## config.mk

```make
export PLATFORM = sky130hd
export DESIGN_NAME = human_input_unit
export DESIGN_NICKNAME = d
export VERILOG_FILES = /design/src/rtl/armaria_io_pkg.sv /design/src/rtl/input_debouncer.sv /design/src/rtl/human_input_unit.sv
export SDC_FILE = /design/constraint.sdc
export NUM_CORES = 1
export LEC_CHECK = 0
export ABC_AREA = 0
export ABC_CLOCK_PERIOD_IN_PS = 4300
export BUFFER_PORTS_ARGS = -buffer_cell sky130_fd_sc_hd__buf_4
export CORE_MARGIN = 2
export CORE_UTILIZATION = 50
export DETAILED_ROUTE_END_ITERATION = 6
export PLACE_DENSITY = 0.73
export SLEW_MARGIN = 30
export SYNTH_ARGS = -nofsm -noshare
export SYNTH_HDL_FRONTEND = slang
export SYNTH_SLANG_ARGS = --single-unit
export TNS_END_PERCENT = 100
```

## constraint.sdc

```tcl
create_clock -name clock -period 4.3 [get_ports clock]
set_input_delay 0.43 -clock clock [delete_from_list [all_inputs] [get_ports clock]]
set_output_delay 0.43 -clock clock [all_outputs]
set_load 0.03 [all_outputs]
```

## src/rtl/armaria_io_pkg.sv

```systemverilog
// Shared constants for the operator I/O path: default bus widths, button polarity
// and a constant-function log2 used to size counters and pointers.
package armaria_io_pkg;

    localparam int   IO_WIDTH_DEFAULT   = 16;
    localparam int   DATA_WIDTH_DEFAULT = 32;
    localparam logic BUTTON_PRESSED     = 1'b0;

    function automatic int clog2(input int n);
        int r;
        r = 0;
        for (int i = 0; i < 31; i++) begin
            if ((1 << i) < n) r = i + 1;
        end
        return r;
    endfunction

endpackage

```

## src/rtl/input_debouncer.sv

```systemverilog
// Button conditioner: 2-flop sync, stability counter, one-cycle press pulse on the
// debounced press edge. Latency 2 + DEBOUNCE_CYCLES cycles to the pulse; no backpressure.
module input_debouncer
    import armaria_io_pkg::*;
#(
    parameter int DEBOUNCE_CYCLES = 16
) (
    input  logic clock,
    input  logic reset,
    input  logic raw,
    output logic press
);

    localparam int            CW   = clog2(DEBOUNCE_CYCLES);
    localparam logic [CW-1:0] LAST = CW'(DEBOUNCE_CYCLES - 1);

    logic [1:0]    sync;
    logic          enter_s;
    logic          level;
    logic          level_d;
    logic [CW-1:0] cnt;

    assign enter_s = sync[1];

    always_ff @(posedge clock or posedge reset) begin
        if (reset) begin
            sync    <= {2{~BUTTON_PRESSED}};
            level   <= ~BUTTON_PRESSED;
            level_d <= ~BUTTON_PRESSED;
            cnt     <= '0;
        end else begin
            sync    <= {sync[0], raw};
            level_d <= level;
            if (enter_s == level) begin
                cnt <= '0;
            end else if (cnt == LAST) begin
                level <= enter_s;
                cnt   <= '0;
            end else begin
                cnt <= cnt + CW'(1);
            end
        end
    end

    // The pulse lines up with the cycle in which the new debounced level is visible.
    assign press = (level_d != BUTTON_PRESSED) && (level == BUTTON_PRESSED);

endmodule

```

## src/rtl/human_input_unit.sv

```systemverilog
// Captures the switch bank on each debounced enter press into a fall-through FIFO.
// Press to data_valid in 2 + DEBOUNCE_CYCLES + 1 cycles; a press into a full FIFO is dropped and flagged.
module human_input_unit
    import armaria_io_pkg::*;
#(
    parameter int IO_WIDTH        = IO_WIDTH_DEFAULT,
    parameter int DATA_WIDTH      = DATA_WIDTH_DEFAULT,
    parameter int FIFO_DEPTH      = 4,
    parameter int DEBOUNCE_CYCLES = 16
) (
    input  logic                              clock,
    input  logic                              reset,
    input  logic [IO_WIDTH-1:0]               sw,
    input  logic                              enter_raw,
    input  logic                              read_request,
    input  logic                              clear_overflow,
    output logic [DATA_WIDTH-1:0]             data_out,
    output logic                              data_valid,
    output logic                              fifo_full,
    output logic                              overflow,
    output logic [clog2(FIFO_DEPTH+1)-1:0]    word_count
);

    localparam int            PW         = clog2(FIFO_DEPTH);
    localparam int            CW         = clog2(FIFO_DEPTH + 1);
    localparam logic [CW-1:0] FULL_COUNT = CW'(FIFO_DEPTH);

    logic [IO_WIDTH-1:0] sw_m;
    logic [IO_WIDTH-1:0] sw_s;
    logic                push;
    logic                do_pop;
    logic                do_push;
    logic                drop;
    logic [PW-1:0]       wr_ptr;
    logic [PW-1:0]       rd_ptr;
    logic [CW-1:0]       count;
    logic [IO_WIDTH-1:0] mem [FIFO_DEPTH];

    input_debouncer #(
        .DEBOUNCE_CYCLES(DEBOUNCE_CYCLES)
    ) u_enter (
        .clock (clock),
        .reset (reset),
        .raw   (enter_raw),
        .press (push)
    );

    always_ff @(posedge clock or posedge reset) begin
        if (reset) begin
            sw_m <= '0;
            sw_s <= '0;
        end else begin
            sw_m <= sw;
            sw_s <= sw_m;
        end
    end

    // A pop frees the slot the same edge, so a full FIFO still accepts a concurrent push.
    assign data_valid = (count != '0);
    assign fifo_full  = (count == FULL_COUNT);
    assign do_pop     = read_request && data_valid;
    assign do_push    = push && (!fifo_full || do_pop);
    assign drop       = push && fifo_full && !do_pop;

    always_ff @(posedge clock or posedge reset) begin
        if (reset) begin
            wr_ptr   <= '0;
            rd_ptr   <= '0;
            count    <= '0;
            overflow <= 1'b0;
            for (int i = 0; i < FIFO_DEPTH; i++) mem[i] <= '0;
        end else begin
            if (do_push) begin
                mem[wr_ptr] <= sw_s;
                wr_ptr      <= wr_ptr + PW'(1);
            end
            if (do_pop) rd_ptr <= rd_ptr + PW'(1);
            if (do_push && !do_pop)      count <= count + CW'(1);
            else if (do_pop && !do_push) count <= count - CW'(1);
            if (drop)                overflow <= 1'b1;
            else if (clear_overflow) overflow <= 1'b0;
        end
    end

    assign word_count = count;
    assign data_out   = data_valid ? DATA_WIDTH'(mem[rd_ptr]) : '0;

endmodule
```

==> run_results.csv, run 1 <==
group,metric,value,unit
floorplanning,die_w,100,µm
layout,n_antenna_cell,0,
synth,synthCells,282,
sta,skew,0.00784,ns
drt,routedWlPerCell,17.1,µm
global_route,antenna_found_initial,0,
global_route,first_global_vias,2463,
synth,synth_area_per_cell,16.3,µm²
layout,instances_no_fill,445,
pwr,power_leakage,2.51,nW
status,status,"complete, no violations",
pwr,power_density,430,nW/µm²
critical_path,startpoint_type,"register",
synth,yosys_most_used_dff,"dfrtp_1",
layout,fillerInstances,731,
synth,ys_warn_count,0,
global_route,grt-ovfl-total,0,
clock_network,cts_buffers,9,
sta,hold_viol,0,
layout,drive_gt1_share,47.3,%
synth,yosys_register_bits,112,
sta,relSlewSlack,42.0,%
clock_network,cts_resized,0,
synth,synth-async-reset-ratio,100,%
floorplanning,placeableCoreArea,9110,µm²
global_route,grt_usage,16.9,%
sta,layout_min_cycle_time,2.64,ns
sta,report.final.slew_viol_count,0,
drt,vias_per_cell,5.19,
clock_network,cts_tree,"done",
floorplanning,io_pins,59,
critical_path,cp.required,3.87,ns
critical_path,cp.arrival,2.21,ns
global_route,grt_max_degree,81,
drt,drc_errors,0,
drt,drt_wl_total,7.59,mm
sta,rsz0062_at_grt,"no",
job,cap_violations,0,
clock_network,htree_levels,3,
drt,drt_iter0_drc,65,
synth,synth-xor-area-share,1.52,%
sta,hold_ws,0.157,ns
sta,setup_viol,0,
critical_path,critPathKind,"reg2out",
sta,fin_setup_tns,0,ns
clock_network,clock_latency,0.37,ns
place,dp.cells,429,
floorplanning,row_count,35,
critical_path,cp-end-kind,"output pin",
floorplanning,initial_core_util,50.6,%
place,hpwlAfterDp,4.78,mm
clock_network,cts_setup_buffers,0,
synth,synth_compound_area_share,0.516,%
synth,synthMuxAreaShare,24.4,%
clock_network,ctsHoldBuffers,0,
sta,worst_slew_pin_slew,0.870,ns
pwr,ir_drop,0.212,mV
clock_network,cts.path.max_buffers,2,
layout,nNetsFinal,357,
place,place_congestion,0.676,
synth,synth-edff-count,0,
floorplanning,die_area,10000,µm²
drt,firstDrtPassIters,4,
synth,synth_simple_gate_area_share,5.49,%
place,io_buffers,42,
critical_path,critPathMaxFanout,12,
synth,synth_top_family_by_area,"multiplexers",
sta,fin_crit_sh,61.3,%
synth,synth_seq_area_share,60.9,%
drt,ant_nets,0,
synth,yosysUniqueCellTypes,29,
synth,netlist_area,4610,µm²
synth,synth_adder_area_share,2.06,%
clock_network,path_clk_slew,0.10,ns
clock_network,root_buffer,"clkbuf_8",
clock_network,clock-sinks,112,
global_route,grt_pass1_wl,12.7,mm
floorplanning,die_h,100,µm
drt,vias,2310,
layout,syn_to_final_growth,12.7,%
sta,fmax,0.379,GHz
hold_path,hold_class,"in2async",
flip-flops by register name (all words and copies together) (netlist names):
name             cells
sw_m                16
sw_s                16
word_count           3
mem                 64
u_enter.level        1
wr_ptr               2
u_enter.cnt          4
rd_ptr               2
u_enter.sync         2
overflow             1
u_enter.level_d      1
cells in the final DEF (no fill, tap or decap), types with 2 or more instances in the layout:
master / synthesis / routed
dfrtp_1: 108 / 108
mux2_2: 64 / 64
buf_4: 17 / 48
mux4_2: 16 / 16
and2_1: 16 / 16
conb_1: 1 / 16
clkbuf_8: 0 / 9
xnor2_1: 6 / 6
ha_1: 6 / 6
inv_1: 6 / 5
nor3b_2: 4 / 4
nor2_1: 4 / 4
dfstp_2: 4 / 4
mux2_4: 3 / 3
nor3b_1: 2 / 2
nand3_1: 2 / 2
a21oi_1: 2 / 2
inv_6: 0 / 2
xor2_1: 2 / 2
bufinv_16: 0 / 2
clkinvlp_4: 0 / 2
where the power goes:
part	switching, W	internal [W]
registers	0.000101	0.00110
logic	0.000187	0.000153
clock network	0.000358	0.000334
worst paths after layout:
kind	from	endpoint	slack, ns	depth (start not counted)
max	rd_ptr[0]$_DFFE_PP0P_	data_out[11]	1.66	4
min	reset	sw_m[7]$_DFF_PP0_	0.16	2
max reg2reg	word_count[0]$_DFFE_PP0P_	word_count[2]$_DFFE_PP0P_	1.77	8
min reg2reg	sw_m[5]$_DFF_PP0_	sw_s[5]$_DFF_PP0_	0.36	0
max in group asynchronous	reset	mem[5]$_DFFE_PP0P_	3.26	3
min in group clock	enter_raw	u_enter.sync[0]$_DFF_PP1_	0.16	1
layer usage:
layer	track usage, %	share of wire (%)	vias to the layer above
met2	27.0	50	46
met4	6.22	1.6	0
met3	4.46	3.8	11
met5	0	0	-
met1	22.5	45	1214
li1	-	-	1039
cell type report:
cell class / count / area (µm²) / area share [%]
flip-flops and latches: 112 / 2810 / 54.1
multi-input cells: 152 / 1630 / 31.4
repair buffers: 48 / 360 / 6.94
well taps: 111 / 139 / 2.68
clock buffers: 9 / 124 / 2.39
clock inverters: 7 / 105 / 2.02
inverters: 6 / 27.5 / 0.530
worst max-delay path, cell delays in order, from the launching register on:
cell     delay, ns
dfrtp_1       0.60
buf_4         0.35
mux4_2        0.54
and2_1        0.18
buf_4         0.17
cells in the mapped netlist (2+ instances only):
cell type	n	area (µm²)
mux2_4	3	45.0
nor2_1	4	15.0
buf_4	17	128
buf_2	2	10.0
and2_1	16	100
nor3b_2	4	50.1
xnor2_1	6	52.6
inv_1	6	22.5
mux4_2	16	360
ha_1	6	75.1
buf_6	5	56.3
nor3b_1	2	15.0
dfrtp_1	108	2700
mux2_2	64	721
nand3_1	2	10.0
dfstp_2	4	105
xor2_1	2	17.5
a21oi_1	2	10.0
clkbuf_1	3	11.3
kinds of logic (layout without fill, tap and decap cells):
family	count (synthesis)	after routing
buf+inv	33	70
mux	83	83
fa+ha+maj	7	7
other cells	1	16
simple gates	34	34
xor+xnor	8	8
flops	112	112
compound gates	4	4
through the flow:
| stage | instance area (µm²) | power [W] | util, % | setup WS (ns) |
|---|---|---|---|---|
| 3_5_place_dp | 4960 | 0.00157 | 54.5 | 1.75 |
| 5_1_grt | 5190 | 0.00234 | 57.0 | 1.52 |
| 3_3_place_gp | 4960 | 0.00155 | 54.5 | 1.85 |
| 2_1_floorplan | 4660 | 0.00146 | - | 0.918 |
| 4_1_cts | 5190 | 0.00227 | 57.0 | 1.59 |
| 6_report | 5190 | 0.00223 | 57.0 | 1.66 |
No activity file was read; power rests on OpenSTA's default activity.
==> run 2, diff against run 1 <==
--- a/config.mk
+++ b/config.mk
@@ -6,7 +6,7 @@
 export NUM_CORES = 1
 export LEC_CHECK = 0
 export ABC_AREA = 0
-export ABC_CLOCK_PERIOD_IN_PS = 4300
+export ABC_CLOCK_PERIOD_IN_PS = 2690
 export BUFFER_PORTS_ARGS = -buffer_cell sky130_fd_sc_hd__buf_4
 export CORE_MARGIN = 2
 export CORE_UTILIZATION = 50
==> constraint.sdc (replaced) <==
create_clock -name clock -period 2.69 [get_ports clock]
set_input_delay 0.269 -clock clock [delete_from_list [all_inputs] [get_ports clock]]
set_output_delay 0.269 -clock clock [all_outputs]
set_load 0.03 [all_outputs]
==> run_results.csv, run 2 (synthesized netlist as in run 1, its figures left out) <==
group,metric,value,unit
sta,fin_setup_tns,0,ns
sta,layout_min_cycle_time,2.28,ns
critical_path,crit_buf_inv,1,
sta,worst_slew_pin_slew,0.708,ns
clock_network,cts_resized,0,
floorplanning,die_area,10000,µm²
sta,relSlewSlack,52.7,%
pwr,power.switching,0.00104,W
global_route,grt_max_degree,51,
clock_network,path_clk_slew,0.10,ns
clock_network,root_buffer,"clkbuf_8",
sta,layout_setup_ws,0.406,ns
floorplanning,die_h,100,µm
global_route,antenna_found_initial,0,
drt,routedWlPerCell,16.0,µm
sta,report.final.slew_viol_count,0,
job,cap_violations,0,
critical_path,cp-end-kind,"register",
drt,drt_iter0_drc,51,
sta,rsz0062_at_grt,"no",
floorplanning,row_count,35,
pwr,switching_share,29.2,%
critical_path,crit_path_top_delay_cell,"nor4b_4",
global_route,grt_usage,16.4,%
sta,fmax,0.438,GHz
hold_path,hold_class,"in2async",
critical_path,cp.depth,6,
critical_path,reg2reg_slack,0.41,ns
clock_network,cts.path.max_buffers,2,
critical_path,path_cells,"nor4b_4 > nor2_1 > ha_1 > inv_1 > fa_1 > mux2_2",
status,status,"complete, no violations",
pwr,ir_drop,0.366,mV
global_route,first_global_vias,2450,
pwr,p_seq_share,52.4,%
sta,fin_crit_sh,84.9,%
critical_path,cp_top_family,"simple AND/OR/NAND/NOR gates",
layout,largest_register_ffs,64,
sta,setup_viol,0,
critical_path,cp.required,2.95,ns
clock_network,cts_setup_buffers,0,
critical_path,reg2reg_from,"word_count[0]$_DFFE_PP0P_",
critical_path,r2r_cells,6,
layout,nNetsFinal,378,
pwr,p_comb_share,18.2,%
place,place_congestion,0.753,
critical_path,startpoint_type,"register",
clock_network,cts_buffers,9,
drt,ant_nets,0,
drt,drc_errors,0,
clock_network,ctsHoldBuffers,17,
critical_path,critPathKind,"reg2reg",
drt,vias_per_cell,5.03,
clock_network,htree_levels,3,
drt,drt_wl_total,7.45,mm
critical_path,crit_end,"word_count[1]$_DFFE_PP0P_",
layout,final_common_cell,"dfrtp_1",
place,io_buffers,42,
pwr,clkPwrFrac,29.4,%
global_route,grt_pass1_wl,12.5,mm
critical_path,cp.arrival,2.54,ns
critical_path,slowest_delay,0.52,ns
layout,n_antenna_cell,0,
floorplanning,placeableCoreArea,9110,µm²
layout,reg_top3,"mem (64), sw_m (16), sw_s (16)",
pwr,p_int,0.00251,W
layout,syn_to_final_growth,17.0,%
pwr,power_leakage,2.61,nW
layout,regMostFlops,"mem",
sta,hold_viol,0,
clock_network,cts_tree,"done",
drt,vias,2344,
layout,layout_common_cells,"dfrtp_1 (108), mux2_2 (64), buf_4 (51)",
global_route,grt-ovfl-total,0,
pwr,power_density,657,nW/µm²
place,hpwlAfterDp,4.68,mm
floorplanning,io_pins,59,
place,pre_cts_ws,0.424,ns
layout,drive_gt1_share,45.6,%
critical_path,r2r-end,"word_count[1]$_DFFE_PP0P_",
clock_network,clock-sinks,112,
floorplanning,die_w,100,µm
floorplanning,initial_core_util,50.6,%
sta,skew,0.0105,ns
drt,firstDrtPassIters,4,
clock_network,clock_latency,0.36,ns
critical_path,critPathMaxFanout,6,
critical_path,worstSetupStartpoint,"word_count[0]$_DFFE_PP0P_",
==> run 2: cell types whose count changed in the layout (fill, tap and decap cells not counted) <==
| cell | change |
|---|---|
| buf_4 | +3 |
| clkinvlp_4 | -1 |
| dlygate4sd3_1 | +17 |
| nor3b_4 | +1 |
| nor3b_2 | -1 |
| bufinv_16 | -1 |
| buf_12 | +1 |
| clkbuf_8 | +1 |
| inv_8 | +1 |
| clkinv_8 | -1 |
| inv_6 | +1 |
==> run 2: how the worst min path moves through the flow <==
stage	start	to	slack (ns)	cells past startpoint
detailed placement	sw_m[13]$_DFF_PP0_	sw_s[13]$_DFF_PP0_	0.34	0
finish	reset	sw_m[7]$_DFF_PP0_	0.005	2
CTS	reset	sw_m[7]$_DFF_PP0_	0.01	2
global route	reset	sw_m[7]$_DFF_PP0_	0.04	2
floorplan	enter_raw	u_enter.sync[0]$_DFF_PP1_	0.27	0
global placement	sw_m[7]$_DFF_PP0_	sw_s[7]$_DFF_PP0_	0.33	0
==> run 2: area by class of cell <==
class / count / area, µm²
clock buffer: 10 / 138
clock inverter: 6 / 72.6
fill: 710 / 3720
inverter: 6 / 26.3
multi-input combinational: 152 / 1630
sequential: 112 / 2810
tap: 111 / 139
timing repair buffer: 69 / 573
==> run 2: through the flow <==
step / instance area (µm²) / hold slack [ns] / utilization, % / std cells / total power [W]
3_3_place_gp: 5010 / 0.332 / 55.0 / 433 / 0.00251
6_report: 5390 / 0.00501 / 59.2 / 466 / 0.00354
5_1_grt: 5390 / 0.0382 / 59.2 / 466 / 0.00370
3_5_place_dp: 5010 / 0.337 / 55.0 / 433 / 0.00252
4_1_cts: 5390 / 0.0104 / 59.2 / 466 / 0.00359
2_1_floorplan: 4670 / 0.273 / - / 297 / 0.00234
==> run 2: per-layer routing <==
layer	vias to the layer above	wire length [µm]	global-route usage, %
met5	-	0	0
met4	0	118	6.85
met3	9	184	3.20
met2	34	3610	25.7
met1	1207	3540	22.8
li1	1094	-	-
==> run 2: power by group through the flow <==
| stage | combinational (W) | clock (W) | sequential [W] |
|---|---|---|---|
| floorplan | 0.000442 | 0 | 0.00189 |
| global placement | 0.000634 | 0 | 0.00188 |
| detailed placement | 0.000634 | 0 | 0.00189 |
| CTS | 0.000658 | 0.00107 | 0.00186 |
| global route | 0.000701 | 0.00113 | 0.00187 |
| finish | 0.000644 | 0.00104 | 0.00186 |
==> run 3, diff against run 2 <==
--- a/config.mk
+++ b/config.mk
@@ -6,12 +6,12 @@
 export NUM_CORES = 1
 export LEC_CHECK = 0
 export ABC_AREA = 0
-export ABC_CLOCK_PERIOD_IN_PS = 2690
+export ABC_CLOCK_PERIOD_IN_PS = 2000
 export BUFFER_PORTS_ARGS = -buffer_cell sky130_fd_sc_hd__buf_4
 export CORE_MARGIN = 2
 export CORE_UTILIZATION = 50
 export DETAILED_ROUTE_END_ITERATION = 6
-export PLACE_DENSITY = 0.73
+export PLACE_DENSITY = 0.76
 export SLEW_MARGIN = 30
 export SYNTH_ARGS = -nofsm -noshare
 export SYNTH_HDL_FRONTEND = slang
==> constraint.sdc (replaced) <==
create_clock -name clock -period 2 [get_ports clock]
set_input_delay 0.2 -clock clock [delete_from_list [all_inputs] [get_ports clock]]
set_output_delay 0.2 -clock clock [all_outputs]
set_load 0.03 [all_outputs]
==> run_results.csv, run 3 (synthesized netlist as in run 1, its figures left out) <==
group,metric,value,unit
status,status,"complete, but fails checks",
status,violations,"hold timing",
clock_network,cts_tree,"done",
layout,stdcell_area,5650,µm²
global_route,grt-ovfl-total,0,
layout,instances_no_fill,478,
clock_network,clock-sinks,112,
layout,largest_register_ffs,64,
drt,routedWlPerCell,16.5,µm
clock_network,root_buffer,"clkbuf_8",
floorplanning,io_pins,59,
drt,vias_per_cell,5.06,
pwr,ir_drop,0.392,mV
pwr,power_leakage,2.70,nW
place,place_congestion,0.694,
layout,multiInputGateArea,1700,µm²
clock_network,clock_latency,0.37,ns
sta,fmax,0.503,GHz
clock_network,htree_levels,3,
global_route,grt_max_degree,113,
layout,fillerInstances,677,
floorplanning,die_h,100,µm
sta,rsz0062_at_grt,"yes",
layout,layout_common_cells,"dfrtp_1 (104), mux2_2 (64), buf_4 (41)",
clock_network,path_clk_slew,0.10,ns
clock_network,cts_buffers,9,
drt,drt_wl_total,7.90,mm
place,dp.cells,437,
critical_path,cp.required,1.80,ns
global_route,first_global_vias,2495,
sta,setup_viol,0,
clock_network,cts.path.max_buffers,2,
critical_path,cp.arrival,1.79,ns
global_route,grt_pass1_wl,12.9,mm
drt,firstDrtPassIters,4,
sta,report.final.slew_viol_count,0,
layout,seq_area,2810,µm²
layout,final_common_cell,"dfrtp_1",
drt,ant_nets,0,
sta,hold_ws,-0.00986,ns
critical_path,critPathMaxFanout,9,
critical_path,r2r_cells,7,
floorplanning,die_area,10000,µm²
drt,drt_iter0_drc,82,
sta,layout_min_cycle_time,1.99,ns
drt,drc_errors,0,
layout,drive_gt1_share,54.2,%
layout,n_antenna_cell,0,
critical_path,cp-end-kind,"output pin",
layout,reg_top3,"mem (64), sw_m (16), sw_s (16)",
critical_path,critPathKind,"reg2out",
critical_path,startpoint_type,"register",
sta,relSlewSlack,61.4,%
floorplanning,placeableCoreArea,9110,µm²
place,hpwlAfterDp,4.73,mm
floorplanning,die_w,100,µm
floorplanning,initial_core_util,50.6,%
layout,nNetsFinal,390,
global_route,antenna_found_initial,0,
place,io_buffers,42,
drt,vias,2418,
global_route,grt_usage,17.0,%
sta,skew,0.00823,ns
hold_path,hold_class,"in2async",
layout,regMostFlops,"mem",
sta,worst_slew_pin_slew,0.579,ns
pwr,power_density,878,nW/µm²
floorplanning,row_count,35,
layout,syn_to_final_growth,22.7,%
job,cap_violations,0,
place,dpl_cell_area,5100,µm²
sta,hold_viol,6,
sta,fin_crit_sh,99.5,%
==> run 3: changes by cell type in the layout (fill, tap and decap cells not counted), moves of 2 or more <==
cell        previous run  this run
and2_1                16         0
and2_4                 0        16
buf_12                 1         4
buf_4                 51        41
buf_6                  0        18
clkinvlp_4             1         3
dfrtp_1              108       104
dfrtp_2                0         4
inv_6                  3         1
==> run 3: final cells by class <==
cell class,count,share of cell area (%)
timing repair buffer,81,13.9
clock inverter,4,0.620
tap,111,2.46
inverter,6,0.465
clock buffer,12,2.75
sequential,112,49.8
multi-input combinational,152,30.0
==> run 3: layer usage <==
layer / vias up / global-route usage (%) / wire length (µm) / share of wire, %
met4: 0 / 4.43 / 106 / 1.3
met2: 49 / 27.8 / 4000 / 51
li1: 1101 / - / - / -
met3: 12 / 5.15 / 302 / 3.8
met1: 1256 / 22.6 / 3500 / 44
met5: - / 0 / 0 / 0
==> run 3: path summary, 6_finish.rpt <==
| check | startpoint | to | slack, ns |
|---|---|---|---|
| max in group asynchronous | reset | word_count[2]$_DFFE_PP0P_ | 1.56 |
| hold reg to reg | sw_m[14]$_DFF_PP0_ | sw_s[14]$_DFF_PP0_ | 0.36 |
| setup / recovery | rd_ptr[0]$_DFFE_PP0P_ | data_out[15] | 0.01 |
| hold / removal | reset | sw_m[9]$_DFF_PP0_ | -0.01 |
| min in group clock | clear_overflow | overflow$_DFFE_PP0P_ | 0.13 |
| setup reg to reg | word_count[1]$_DFFE_PP0P_ | word_count[1]$_DFFE_PP0P_ | 0.04 |
==> run 3: critical path: stages (launching register included) <==
cell	delay, ns
dfrtp_2	0.43
buf_12	0.16
mux4_2	0.52
and2_4	0.17
buf_6	0.13
==> run 3: report_power, final <==
part / total (W) / internal, W / switching [W]
Sequential: 0.00247 / 0.00237 / 0.0000990
Combinational: 0.00119 / 0.000585 / 0.000608
Clock: 0.00130 / 0.000536 / 0.000763
Total: 0.00496 / 0.00349 / 0.00147
==> run 3: timing repair <==
| action | CTS | global route |
|---|---|---|
| hold buffers | 17 | 0 |
| gates resized for setup | 29 | 7 |
| endpoints found under the hold margin | 17 | 0 |
| cloned | 0 | 1 |
| endpoints found under the setup margin | 18 | 18 |
| buffers inserted | 2 | 5 |
| pin swaps | 1 | 7 |
==> run 3: through the flow <==
stage,setup WS [ns],TNS [ns],total power [W],utilization (%)
detailed placement,-0.0503,-0.0603,0.00350,56.0
floorplan,-0.119,-0.234,0.00318,-
finish,0.0103,0,0.00496,62.0
global route,-0.0466,-0.615,0.00519,62.0
CTS,-0.0234,-0.0546,0.00487,61.2
global placement,0.0108,0,0.00348,56.0
